### config.mk
export PLATFORM = sky130hd
export DESIGN_NAME = dsam_decoder_flat
export DESIGN_NICKNAME = d
export VERILOG_FILES = /design/src/rtl/dsam_decoder_if.sv /design/src/rtl/dsam_decoder.sv /design/src/flat_wrapper.sv
export SDC_FILE = /design/constraint.sdc
export NUM_CORES = 1
export LEC_CHECK = 0
export CORE_ASPECT_RATIO = 1.1
export CORE_MARGIN = 1.5
export CORE_UTILIZATION = 51
export DETAILED_ROUTE_END_ITERATION = 8
export GPL_TIMING_DRIVEN = 0
export PLACE_DENSITY_LB_ADDON = 0.15
export SLEW_MARGIN = 20
export SYNTH_ARGS = -nofsm -noshare
export SYNTH_HDL_FRONTEND = slang
export SYNTH_SLANG_ARGS = --single-unit
### constraint.sdc
create_clock -name clk -period 1.9 [get_ports clk]
set_input_delay 0.285 -clock clk [delete_from_list [all_inputs] [get_ports clk]]
set_output_delay 0.285 -clock clk [all_outputs]
set_load 0.01 [all_outputs]
### src/rtl/dsam_decoder_if.sv
// rtl/dsam_decoder_if.sv - encoded-word input and decoded-word output bundle for dsam_decoder
interface dsam_decoder_if #(
    parameter int DATA_WIDTH = 16,
    parameter int CH_W       = 2
);
    logic                  in_valid;
    logic [DATA_WIDTH-1:0] in;
    logic                  resync;
    logic                  out_valid;
    logic [DATA_WIDTH-1:0] out;
    logic [CH_W-1:0]       out_channel;

    modport master (
        output in_valid, in, resync,
        input  out_valid, out, out_channel
    );

    modport slave (
        input  in_valid, in, resync,
        output out_valid, out, out_channel
    );
endinterface

### src/rtl/dsam_decoder.sv
// rtl/dsam_decoder.sv - per-channel XOR differential decoder with round-robin channel rotation
module dsam_decoder #(
    parameter  int DATA_WIDTH = 16,
    parameter  int CHANNELS   = 4,
    localparam int CH_W       = (CHANNELS > 1) ? $clog2(CHANNELS) : 1
) (
    input  logic           clk,
    input  logic           reset,
    dsam_decoder_if.slave  bus
);
    logic [DATA_WIDTH-1:0] h_q [CHANNELS];
    logic [CH_W-1:0]       ch_q;
    logic [CH_W-1:0]       ch_d;
    logic [DATA_WIDTH-1:0] dec_d;
    logic [DATA_WIDTH-1:0] out_q;
    logic [CH_W-1:0]       out_ch_q;
    logic                  out_valid_q;

    assign bus.out         = out_q;
    assign bus.out_channel = out_ch_q;
    assign bus.out_valid   = out_valid_q;

    // Wrap compares against CHANNELS-1 so non-power-of-two counts cycle correctly.
    always_comb begin
        dec_d = bus.in ^ h_q[ch_q];
        ch_d  = (ch_q == CH_W'(CHANNELS - 1)) ? '0 : ch_q + 1'b1;
    end

    always_ff @(posedge clk) begin
        if (reset) begin
            for (int i = 0; i < CHANNELS; i++) begin
                h_q[i] <= '0;
            end
            ch_q        <= '0;
            out_q       <= '0;
            out_ch_q    <= '0;
            out_valid_q <= 1'b0;
        end else if (bus.resync) begin
            // Restart drops the concurrent word; out/out_channel keep their last value.
            for (int i = 0; i < CHANNELS; i++) begin
                h_q[i] <= '0;
            end
            ch_q        <= '0;
            out_valid_q <= 1'b0;
        end else if (bus.in_valid) begin
            h_q[ch_q]   <= dec_d;
            ch_q        <= ch_d;
            out_q       <= dec_d;
            out_ch_q    <= ch_q;
            out_valid_q <= 1'b1;
        end else begin
            out_valid_q <= 1'b0;
        end
    end
endmodule

### src/flat_wrapper.sv
// flat-port wrapper written by rule: the top's interface ports become plain ports
module dsam_decoder_flat 
#(
    parameter  int DATA_WIDTH = 16,
    parameter  int CHANNELS   = 4,
    localparam int CH_W       = (CHANNELS > 1) ? $clog2(CHANNELS) : 1
)
  (clk, reset, bus_in_valid, bus_in, bus_resync, bus_out_valid, bus_out, bus_out_channel);
  dsam_decoder_if #(.DATA_WIDTH(DATA_WIDTH), .CH_W(2)) bus_i ();
  input  logic clk;
  input  logic reset;
  input wire logic [$bits(bus_i.in_valid)-1:0] bus_in_valid;
  input wire logic [$bits(bus_i.in)-1:0] bus_in;
  input wire logic [$bits(bus_i.resync)-1:0] bus_resync;
  output wire logic [$bits(bus_i.out_valid)-1:0] bus_out_valid;
  output wire logic [$bits(bus_i.out)-1:0] bus_out;
  output wire logic [$bits(bus_i.out_channel)-1:0] bus_out_channel;
  assign bus_i.in_valid = bus_in_valid;
  assign bus_i.in = bus_in;
  assign bus_i.resync = bus_resync;
  assign bus_out_valid = bus_i.out_valid;
  assign bus_out = bus_i.out;
  assign bus_out_channel = bus_i.out_channel;
  dsam_decoder #(.DATA_WIDTH(DATA_WIDTH), .CHANNELS(CHANNELS)) u_core (.clk(clk), .reset(reset), .bus(bus_i));
endmodule
==> impl_metrics.env, run 1 <==
export IMPL_synth_most_common_cell="nor2_1"
export IMPL_muxShareOfSynthArea_pct=11.4
export IMPL_wl_met3_um=291
export IMPL_synth_nets=279
export IMPL_synth_top_area_share_pct=51.8
export IMPL_required_ns=1.94
export IMPL_yosys_area_share_adder_pct=1.35
export IMPL_place_congestion=0.762
export IMPL_timing_hold_ws_ns=0.503
export IMPL_synth_top_family_by_area="multiplexers"
export IMPL_wire_per_inst_um=18.5
export IMPL_power_total_mw=3.77
export IMPL_synth_avg_cell_area_sq_um=14.6
export IMPL_critPathCaptureType="flop"
export IMPL_p_per_area_nw_per_um2=833
export IMPL_synthCells=255
export IMPL_synth_largest_area_cell="edfxtp_1"
export IMPL_min_period_ns=1.89
export IMPL_min_to="u_core.bus.out[9]$_SDFFE_PP0P_"
export IMPL_fin_nets=328
export IMPL_die_w_um=84.3
export IMPL_r2r_cells=5
export IMPL_cts_buffers=9
export IMPL_antenna_found_initial=0
export IMPL_ys_warn_count=0
export IMPL_clk_pin_slew_ns=0.09
export IMPL_tightestPinTransition_ns=0.772
export IMPL_drt_iter0_drc=87
export IMPL_die_h_um=92.5
export IMPL_yosys_area_share_xor_xnor_pct=7.01
export IMPL_leakage_nw=1.66
export IMPL_synth_compound_area_share_pct=3.64
export IMPL_grt_pass1_vias=2304
export IMPL_clock_power_share_pct=29.6
export IMPL_synthTopCellsByCount="nor2_1, edfxtp_1, dfxtp_1"
export IMPL_fin_crit_sh_pct=99.4
export IMPL_met2RoutedLength_um=3810
export IMPL_swShare_pct=23.7
export IMPL_synth_seq_cells=87
export IMPL_firstDrtPassIters=4
export IMPL_vdd_ir_drop_max_mv=0.410
export IMPL_cts_root_buffer="clkbuf_8"
export IMPL_yosysSeqAreaShare_pct=64.2
export IMPL_port_buffers=38
export IMPL_worstHoldPathCells=2
export IMPL_synth_distinct_cells=19
export IMPL_cts_sinks=87
export IMPL_yosys_top_cells_area="edfxtp_1, dfxtp_1, nor2_1"
export IMPL_register_area_sq_um=2380
export IMPL_wl_met1_um=3080
export IMPL_grt_ovfl_total=0
export IMPL_cp_arrival_ns=1.93
export IMPL_hold_path_class="reg -> reg"
export IMPL_max_slew_margin_rel_pct=48.5
export IMPL_cts_buffer_depth=2
export IMPL_cts_tree="done"
export IMPL_cp_max_fo=16
export IMPL_drt_antenna_violating_nets=0
export IMPL_async_flop_share_pct=0
export IMPL_maxCapViolCount=0
export IMPL_clk_latency_ns=0.34
export IMPL_track_usage_pct=20.3
export IMPL_drive_above_1_share_pct=20.7
export IMPL_synth_top_flop_cell="edfxtp_1"
export IMPL_rsz0062_at_grt="yes"
export IMPL_critPathKind="in -> reg"
export IMPL_setup_viol=0
export IMPL_power_switching_mw=0.893
export IMPL_fmax_ghz=0.530
export IMPL_start_kind="input pin"
export IMPL_start_util_pct=52.7
export IMPL_syn_to_final_growth_pct=21.9
export IMPL_dieArea_sq_um=7800
export IMPL_power_frac_comb_pct=13.0
export IMPL_reg2reg_slack_ns=0.12
export IMPL_io_pins=39
export IMPL_fin_skew_ns=0.00734
export IMPL_routed_top_layer="met4"
export IMPL_multi_input_area_sq_um=1380
export IMPL_hold_start="u_core.bus.out[9]$_SDFFE_PP0P_"
export IMPL_reg2reg_to="u_core.h_q[0][8]$_SDFFCE_PN0P_"
export IMPL_place_detailed_hpwl_um=4800
export IMPL_core_sq_um=7050
export IMPL_yosys_area_share_simple_pct=10.1
export IMPL_viasPerCell=5.57
export IMPL_via_count=2193
export IMPL_cell_internal_pwr_mw=2.88
export IMPL_wirelength_um=7300
export IMPL_drv_slew=0
export IMPL_fillers=542
export IMPL_post_route_drc_count=0
export IMPL_power_frac_seq_pct=57.4
export IMPL_synthesis_area_sq_um=3710
export IMPL_row_count=32
export IMPL_grt_max_degree=17
export IMPL_antenna_cells=0
export IMPL_hold_violations=0
export IMPL_synth_edff_count=64
export IMPL_hold_buffers=0
export IMPL_status="completed"
export IMPL_htreeDepth=3
export IMPL_grt_pass1_wl_um=11800
## routing by layer
layer	track usage [%]	up-vias
li1	-	1018
met1	26.3	1108
met2	33.9	53
met3	3.12	14
met4	9.68	0
met5	0	-
## placed cells by master, fill, tap and decap left out, types with 3 or more instances in the layout
master           Yosys  routed
a211oi_1            13      13
mux4_1               6       6
clkinv_2             0       3
clkbuf_1             9       5
nor2_1              84      83
nand2_8              0       4
xnor2_2             16      11
clkdlybuf4s50_1      0      38
dfxtp_1             23      23
mux2i_1              4       4
clkbuf_4             0       5
edfxtp_1            64      64
xnor2_4              0       5
nand2_2              0       4
a211oi_2             3       3
ha_1                 4       4
clkbuf_8             0      10
mux4_2              10      10
## worst max-delay path by stage
stage / start / endpoint / slack (ns)
2_1_floorplan: u_core.ch_q[0]$_SDFFE_PP0P_ / u_core.h_q[0][0]$_SDFFCE_PN0P_ / 0.09
3_3_place_gp: bus_in_valid / u_core.h_q[0][13]$_SDFFCE_PN0P_ / -1.11
3_5_place_dp: bus_in_valid / u_core.h_q[0][13]$_SDFFCE_PN0P_ / -1.09
4_1_cts: bus_in_valid / u_core.h_q[3][12]$_SDFFCE_PN0P_ / 0.03
5_1_grt: bus_in_valid / u_core.h_q[1][14]$_SDFFCE_PN0P_ / -0.04
6_report: bus_resync / u_core.h_q[3][1]$_SDFFCE_PN0P_ / 0.01
## sequential cells by signal, indices dropped and copies added (netlist names), named ones only
register and flops:
u_core.h_q 64, u_core.bus.out 16, u_core.bus.out_channel 2, u_core.ch_q 2
u_core.bus.out_valid 1
## what timing repair did
action                     4_1_cts  5_1_grt
setup endpoints to repair       73       77
pin swaps                        0        0
resized for setup               26       10
buffers inserted                 0        0
## power groups by stage
stage | clock (mW) | sequential [mW] | combinational (mW)
after global placement | 0 | 2.21 | 0.449
after global routing | 1.20 | 2.18 | 0.529
after detailed placement | 0 | 2.21 | 0.451
after floorplan | 0 | 2.21 | 0.271
after CTS | 1.14 | 2.17 | 0.471
final | 1.11 | 2.16 | 0.491
## layout make-up
class / count / share of cell area, %
sequential: 87 / 52.6
multi-input combinational: 152 / 30.5
timing repair buffer: 38 / 8.40
clock buffer: 12 / 3.21
tap: 85 / 2.35
buffer: 14 / 2.21
clock inverter: 4 / 0.498
inverter: 2 / 0.166
## cell families (layout without fill, tap and decap cells)
| kind of cell | count (synthesis) | after routing |
|---|---|---|
| buffers and inverters | 16 | 70 |
| AND/OR/NAND/NOR | 96 | 96 |
| flip-flops | 87 | 87 |
| multiplexers | 20 | 20 |
| adder cells (fa/ha/maj) | 4 | 4 |
| AO/OA/AOI/OAI | 16 | 16 |
| XOR/XNOR | 16 | 16 |
## critical path, stage by stage
cell and delay, ns:
clkdlybuf4s50_1 0.53, nor3b_4 0.39, nand2_2 0.23, clkbuf_4 0.29
nand2_8 0.19
## per-stage QoR
| stage | instance area [sq um] | TNS (ns) | std cells | util (%) | worst slack [ns] |
|---|---|---|---|---|---|
| detailed placement | 4200 | -79.97 | 378 | 59.6 | -1.09 |
| finish | 4530 | 0 | 394 | 64.2 | 0.0119 |
| CTS | 4470 | 0 | 394 | 63.4 | 0.0309 |
| global route | 4530 | -1.46 | 394 | 64.2 | -0.0397 |
| floorplan | 3710 | 0 | 255 | - | 0.0931 |
| global placement | 4200 | -79.94 | 378 | 59.6 | -1.11 |
Power figures use the tool's default switching activity.
==> run 2, diff against run 1 <==
--- a/config.mk
+++ b/config.mk
@@ -7,7 +7,7 @@
 export LEC_CHECK = 0
 export CORE_ASPECT_RATIO = 1.1
 export CORE_MARGIN = 1.5
-export CORE_UTILIZATION = 51
+export CORE_UTILIZATION = 38
 export DETAILED_ROUTE_END_ITERATION = 8
 export GPL_TIMING_DRIVEN = 0
 export PLACE_DENSITY_LB_ADDON = 0.15
==> impl_metrics.env, run 2 (synthesis gave the netlist of run 1 again) <==
export IMPL_status="completed"
export IMPL_routed_top_layer="met4"
export IMPL_die_w_um=97.2
export IMPL_start_kind="input pin"
export IMPL_hold_buffers=0
export IMPL_hold_violations=0
export IMPL_grt_pass1_vias=2278
export IMPL_cts_buffers=9
export IMPL_core_sq_um=9440
export IMPL_grt_pass1_wl_um=12500
export IMPL_clk_pin_slew_ns=0.07
export IMPL_vdd_ir_drop_max_mv=0.424
export IMPL_critPathCaptureType="flop"
export IMPL_hold_path_class="reg -> reg"
export IMPL_fmax_ghz=0.555
export IMPL_via_count=2151
export IMPL_dieArea_sq_um=10400
export IMPL_required_ns=1.97
export IMPL_post_route_drc_count=0
export IMPL_max_stage_delay_ns=0.56
export IMPL_fin_skew_ns=0.0112
export IMPL_reg2reg_slack_ns=0.12
export IMPL_min_to="u_core.bus.out[13]$_SDFFE_PP0P_"
export IMPL_tightestPinTransition_ns=0.712
export IMPL_track_usage_pct=16.4
export IMPL_worstHoldPathCells=2
export IMPL_drt_iter0_drc=140
export IMPL_dp_worst_setup_slack_ns=-1.19
export IMPL_setup_ws_ns=0.0974
export IMPL_row_count=37
export IMPL_die_h_um=107
export IMPL_wire_per_inst_um=18.0
export IMPL_wirelength_um=7780
export IMPL_final_common_cell="nor2_1"
export IMPL_firstDrtPassIters=4
export IMPL_cp_max_fo=10
export IMPL_viasPerCell=4.99
export IMPL_io_pins=39
export IMPL_cts_buffer_depth=2
export IMPL_drive_above_1_share_pct=21.0
export IMPL_cp_arrival_ns=1.87
export IMPL_drv_slew=0
export IMPL_hold_start="u_core.bus.out[13]$_SDFFE_PP0P_"
export IMPL_maxCapViolCount=0
export IMPL_fin_crit_sh_pct=94.9
export IMPL_cts_root_buffer="clkbuf_8"
export IMPL_setup_viol=0
export IMPL_cts_sinks=87
export IMPL_utilization_pct=48.3
export IMPL_rsz0062_at_grt="no"
export IMPL_crit_path_cell_trace="clkdlybuf4s50_1, nor3b_4, nand2_2, clkbuf_2, nand2_4, buf_12"
export IMPL_timing_hold_ws_ns=0.498
export IMPL_antenna_cells=0
export IMPL_start_util_pct=39.3
export IMPL_antenna_found_initial=0
export IMPL_drt_antenna_violating_nets=0
export IMPL_place_congestion=0.704
export IMPL_largest_reg_flops=64
export IMPL_cts_tree="done"
export IMPL_fin_nets=333
export IMPL_final_cell_mix="nor2_1, edfxtp_1, clkdlybuf4s50_1"
export IMPL_clk_latency_ns=0.36
export IMPL_grt_max_degree=17
export IMPL_met2RoutedLength_um=3810
export IMPL_cp_slowest_cell="clkdlybuf4s50_1"
export IMPL_grt_ovfl_total=0
export IMPL_wl_met1_um=3680
export IMPL_place_detailed_hpwl_um=4880
export IMPL_wl_met3_um=181
export IMPL_reg2reg_to="u_core.h_q[3][10]$_SDFFCE_PN0P_"
export IMPL_syn_to_final_growth_pct=22.9
export IMPL_power_total_mw=3.81
export IMPL_regMostFlops="u_core.h_q"
export IMPL_max_slew_margin_rel_pct=52.5
export IMPL_min_period_ns=1.80
export IMPL_htreeDepth=3
export IMPL_leakage_nw=1.68
export IMPL_r2r_cells=5
export IMPL_critPathKind="in -> reg"
export IMPL_port_buffers=38
export IMPL_p_per_area_nw_per_um2=835
==> run 2: cell count changes in the layout (fill, tap and decap cells not counted), moves of 2 or more <==
| cell | change |
|---|---|
| clkbuf_1 | +3 |
| xnor2_2 | +4 |
| buf_4 | +7 |
| xnor2_4 | -4 |
| clkinv_2 | -2 |
| clkbuf_4 | -4 |
==> run 2: report_power, final <==
part | internal (mW) | total, mW | switching, mW
clock network | 0.548 | 1.17 | 0.618
logic | 0.235 | 0.484 | 0.248
registers | 2.13 | 2.16 | 0.0317
==> run 2: worst max-delay path by stage <==
| stage | startpoint | endpoint | slack [ns] | cells after the start |
|---|---|---|---|---|
| 3_3_place_gp | bus_in_valid | u_core.h_q[0][13]$_SDFFCE_PN0P_ | -1.18 | 5 |
| 5_1_grt | bus_in_valid | u_core.h_q[3][15]$_SDFFCE_PN0P_ | 0.004 | 6 |
| 2_1_floorplan | u_core.ch_q[0]$_SDFFE_PP0P_ | u_core.h_q[0][0]$_SDFFCE_PN0P_ | 0.09 | 5 |
| 6_report | bus_in_valid | u_core.h_q[3][11]$_SDFFCE_PN0P_ | 0.1 | 6 |
| 3_5_place_dp | bus_in_valid | u_core.h_q[2][13]$_SDFFCE_PN0P_ | -1.19 | 5 |
| 4_1_cts | bus_in_valid | u_core.h_q[2][5]$_SDFFCE_PN0P_ | 0.05 | 6 |
==> run 2: area by class of cell <==
type,instances,area (sq um)
buffer,14,96.3
clock buffer,15,166
clock inverter,1,5.00
fill,865,4880
inverter,2,7.51
multi-input combinational,152,1330
sequential,87,2380
tap,117,146
timing repair buffer,43,430
==> run 2: critical path, delay by kind of cell <==
family	cells	cell delay, ns
buffers and inverters	3	0.99
and+or+nand+nor	3	0.58
==> run 2: repair_timing <==
action                                  4_1_cts  5_1_grt
endpoints found under the setup margin       85       67
gates resized for setup                      24        7
buffers inserted                              5        0
pin swaps                                     1        0
==> run 2: through the flow <==
step / setup TNS (ns) / area (sq um) / std cells
2_1_floorplan: 0 / 3710 / 255
3_3_place_gp: -88.19 / 4240 / 410
3_5_place_dp: -90.49 / 4240 / 410
4_1_cts: 0 / 4550 / 431
5_1_grt: 0 / 4560 / 431
6_report: 0 / 4560 / 431
==> run 2: routing by layer <==
metal	up-vias	global-route usage [%]
met5	-	0
met4	0	7.04
met3	8	2.54
met2	35	26.8
met1	1080	21.8
li1	1028	-
==> run 3, diff against run 2 <==
--- a/config.mk
+++ b/config.mk
@@ -11,6 +11,7 @@
 export DETAILED_ROUTE_END_ITERATION = 8
 export GPL_TIMING_DRIVEN = 0
 export PLACE_DENSITY_LB_ADDON = 0.15
+export REMOVE_ABC_BUFFERS = 1
 export SLEW_MARGIN = 20
 export SYNTH_ARGS = -nofsm -noshare
 export SYNTH_HDL_FRONTEND = slang
==> impl_metrics.env, run 3 (synthesis gave the netlist of run 1 again) <==
export IMPL_status="finished, violations left"
export IMPL_violations="setup timing"
export IMPL_final_cell_count_no_fill=418
export IMPL_place_detailed_hpwl_um=4280
export IMPL_start_kind="input pin"
export IMPL_reg2reg_to="u_core.h_q[1][10]$_SDFFCE_PN0P_"
export IMPL_hold_violations=0
export IMPL_fin_skew_ns=0.00387
export IMPL_viasPerCell=4.94
export IMPL_cts_root_buffer="clkbuf_8"
export IMPL_rsz0062_at_grt="yes"
export IMPL_wirelength_um=7450
export IMPL_port_buffers=38
export IMPL_clk_latency_ns=0.35
export IMPL_cp_arrival_ns=2.03
export IMPL_grt_ovfl_total=0
export IMPL_place_congestion=0.674
export IMPL_fmax_ghz=0.503
export IMPL_largest_reg_flops=64
export IMPL_cts_tree="done"
export IMPL_final_cell_mix="nor2_1, edfxtp_1, clkdlybuf4s50_1"
export IMPL_drv_slew=0
export IMPL_reg2reg_slack_ns=0.13
export IMPL_setup_viol=48
export IMPL_via_count=2064
export IMPL_firstDrtPassIters=4
export IMPL_htreeDepth=3
export IMPL_met2_usage_pct=25.5
export IMPL_vdd_ir_drop_max_mv=0.441
export IMPL_maxCapViolCount=0
export IMPL_hold_buffers=0
export IMPL_grt_pass1_wl_um=11800
export IMPL_drive_above_1_share_pct=20.6
export IMPL_antenna_cells=0
export IMPL_cts_buffer_depth=2
export IMPL_hold_path_class="reg -> reg"
export IMPL_tightestPinTransition_ns=0.671
export IMPL_cts_sinks=87
export IMPL_max_slew_margin_rel_pct=55.3
export IMPL_timing_hold_ws_ns=0.502
export IMPL_dp_worst_setup_slack_ns=-1.88
export IMPL_cp_max_fo=17
export IMPL_register_area_sq_um=2390
export IMPL_critPathCaptureType="flop"
export IMPL_hold_start="u_core.bus.out[1]$_SDFFE_PP0P_"
export IMPL_post_route_drc_count=0
export IMPL_core_sq_um=9440
export IMPL_grt_pass1_vias=2216
export IMPL_antenna_found_initial=0
export IMPL_top_usage_layer="met2"
export IMPL_drt_iter0_drc=90
export IMPL_min_period_ns=1.99
export IMPL_die_h_um=107
export IMPL_drt_antenna_violating_nets=0
export IMPL_grt_max_degree=23
export IMPL_tns_ns=-3.59
export IMPL_start_util_pct=39.3
export IMPL_fin_crit_sh_pct=105
export IMPL_p_per_area_nw_per_um2=887
export IMPL_track_usage_pct=15.4
export IMPL_fin_nets=320
export IMPL_r2r_cells=4
export IMPL_wire_per_inst_um=17.8
export IMPL_setup_ws_ns=-0.0895
export IMPL_critPathKind="in -> reg"
export IMPL_leakage_nw=1.67
export IMPL_required_ns=1.94
export IMPL_worstHoldPathCells=2
export IMPL_dieArea_sq_um=10400
export IMPL_fillers=890
export IMPL_cts_buffers=9
export IMPL_syn_to_final_growth_pct=22.2
export IMPL_clk_pin_slew_ns=0.08
export IMPL_io_pins=39
export IMPL_grt_use_met1_pct=20.4
export IMPL_multi_input_area_sq_um=1320
export IMPL_use_met3_pct=3.13
export IMPL_regMostFlops="u_core.h_q"
export IMPL_final_common_cell="nor2_1"
export IMPL_die_w_um=97.2
export IMPL_dp_cells=397
export IMPL_min_to="u_core.bus.out[1]$_SDFFE_PP0P_"
export IMPL_row_count=37
export IMPL_power_total_mw=4.02
[run 3: power by group]
part	leakage (nW)	switching, mW	internal (mW)
Sequential	0.904	0.0384	2.13
Clock	0.108	0.619	0.772
Combinational	0.660	0.235	0.227
Total	1.67	0.893	3.13
[run 3: area by class of cell]
class / count / share of cell area [%]
flip-flops and latches: 87 / 52.6
multi-input cells: 152 / 29.1
repair buffers: 44 / 10.1
well taps: 117 / 3.23
clock buffers: 12 / 3.20
clock inverters: 4 / 1.52
inverters: 2 / 0.166
[run 3: how the worst max path moves through the flow]
| stage | from | to | depth (start not counted) |
|---|---|---|---|
| after floorplan | flop | u_core.h_q[0][0]$_SDFFCE_PN0P_ | 3 |
| after global placement | reset | u_core.h_q[0][7]$_SDFFCE_PN0P_ | 4 |
| after detailed placement | reset | u_core.h_q[1][9]$_SDFFCE_PN0P_ | 4 |
| after CTS | bus_resync | u_core.h_q[0][15]$_SDFFCE_PN0P_ | 4 |
| after global routing | bus_resync | u_core.h_q[2][11]$_SDFFCE_PN0P_ | 4 |
| final | bus_resync | u_core.h_q[0][0]$_SDFFCE_PN0P_ | 4 |
[run 3: metrics by stage]
stage,cell area (sq um),util [%]
after floorplan,3630,-
after global placement,4160,44.0
after detailed placement,4190,44.4
after CTS,4470,47.3
after global routing,4540,48.0
final,4540,48.0
[run 3: metal layers]
layer | up-vias | share of wire, %
li1 | 1000 | -
met4 | 0 | 1.2
met3 | 6 | 2.6
met1 | 1027 | 47
met5 | - | 0
met2 | 31 | 49
[run 3: repair_timing]
action	4_1_cts	5_1_grt
setup buffers	0	5
gates resized for setup	20	3
endpoints found under the setup margin	144	90
[run 3: critical path, stage by stage]
cell and delay [ns]:
clkdlybuf4s50_1 0.55, nor3b_4 0.43, nand2_2 0.42, nand2_8 0.33
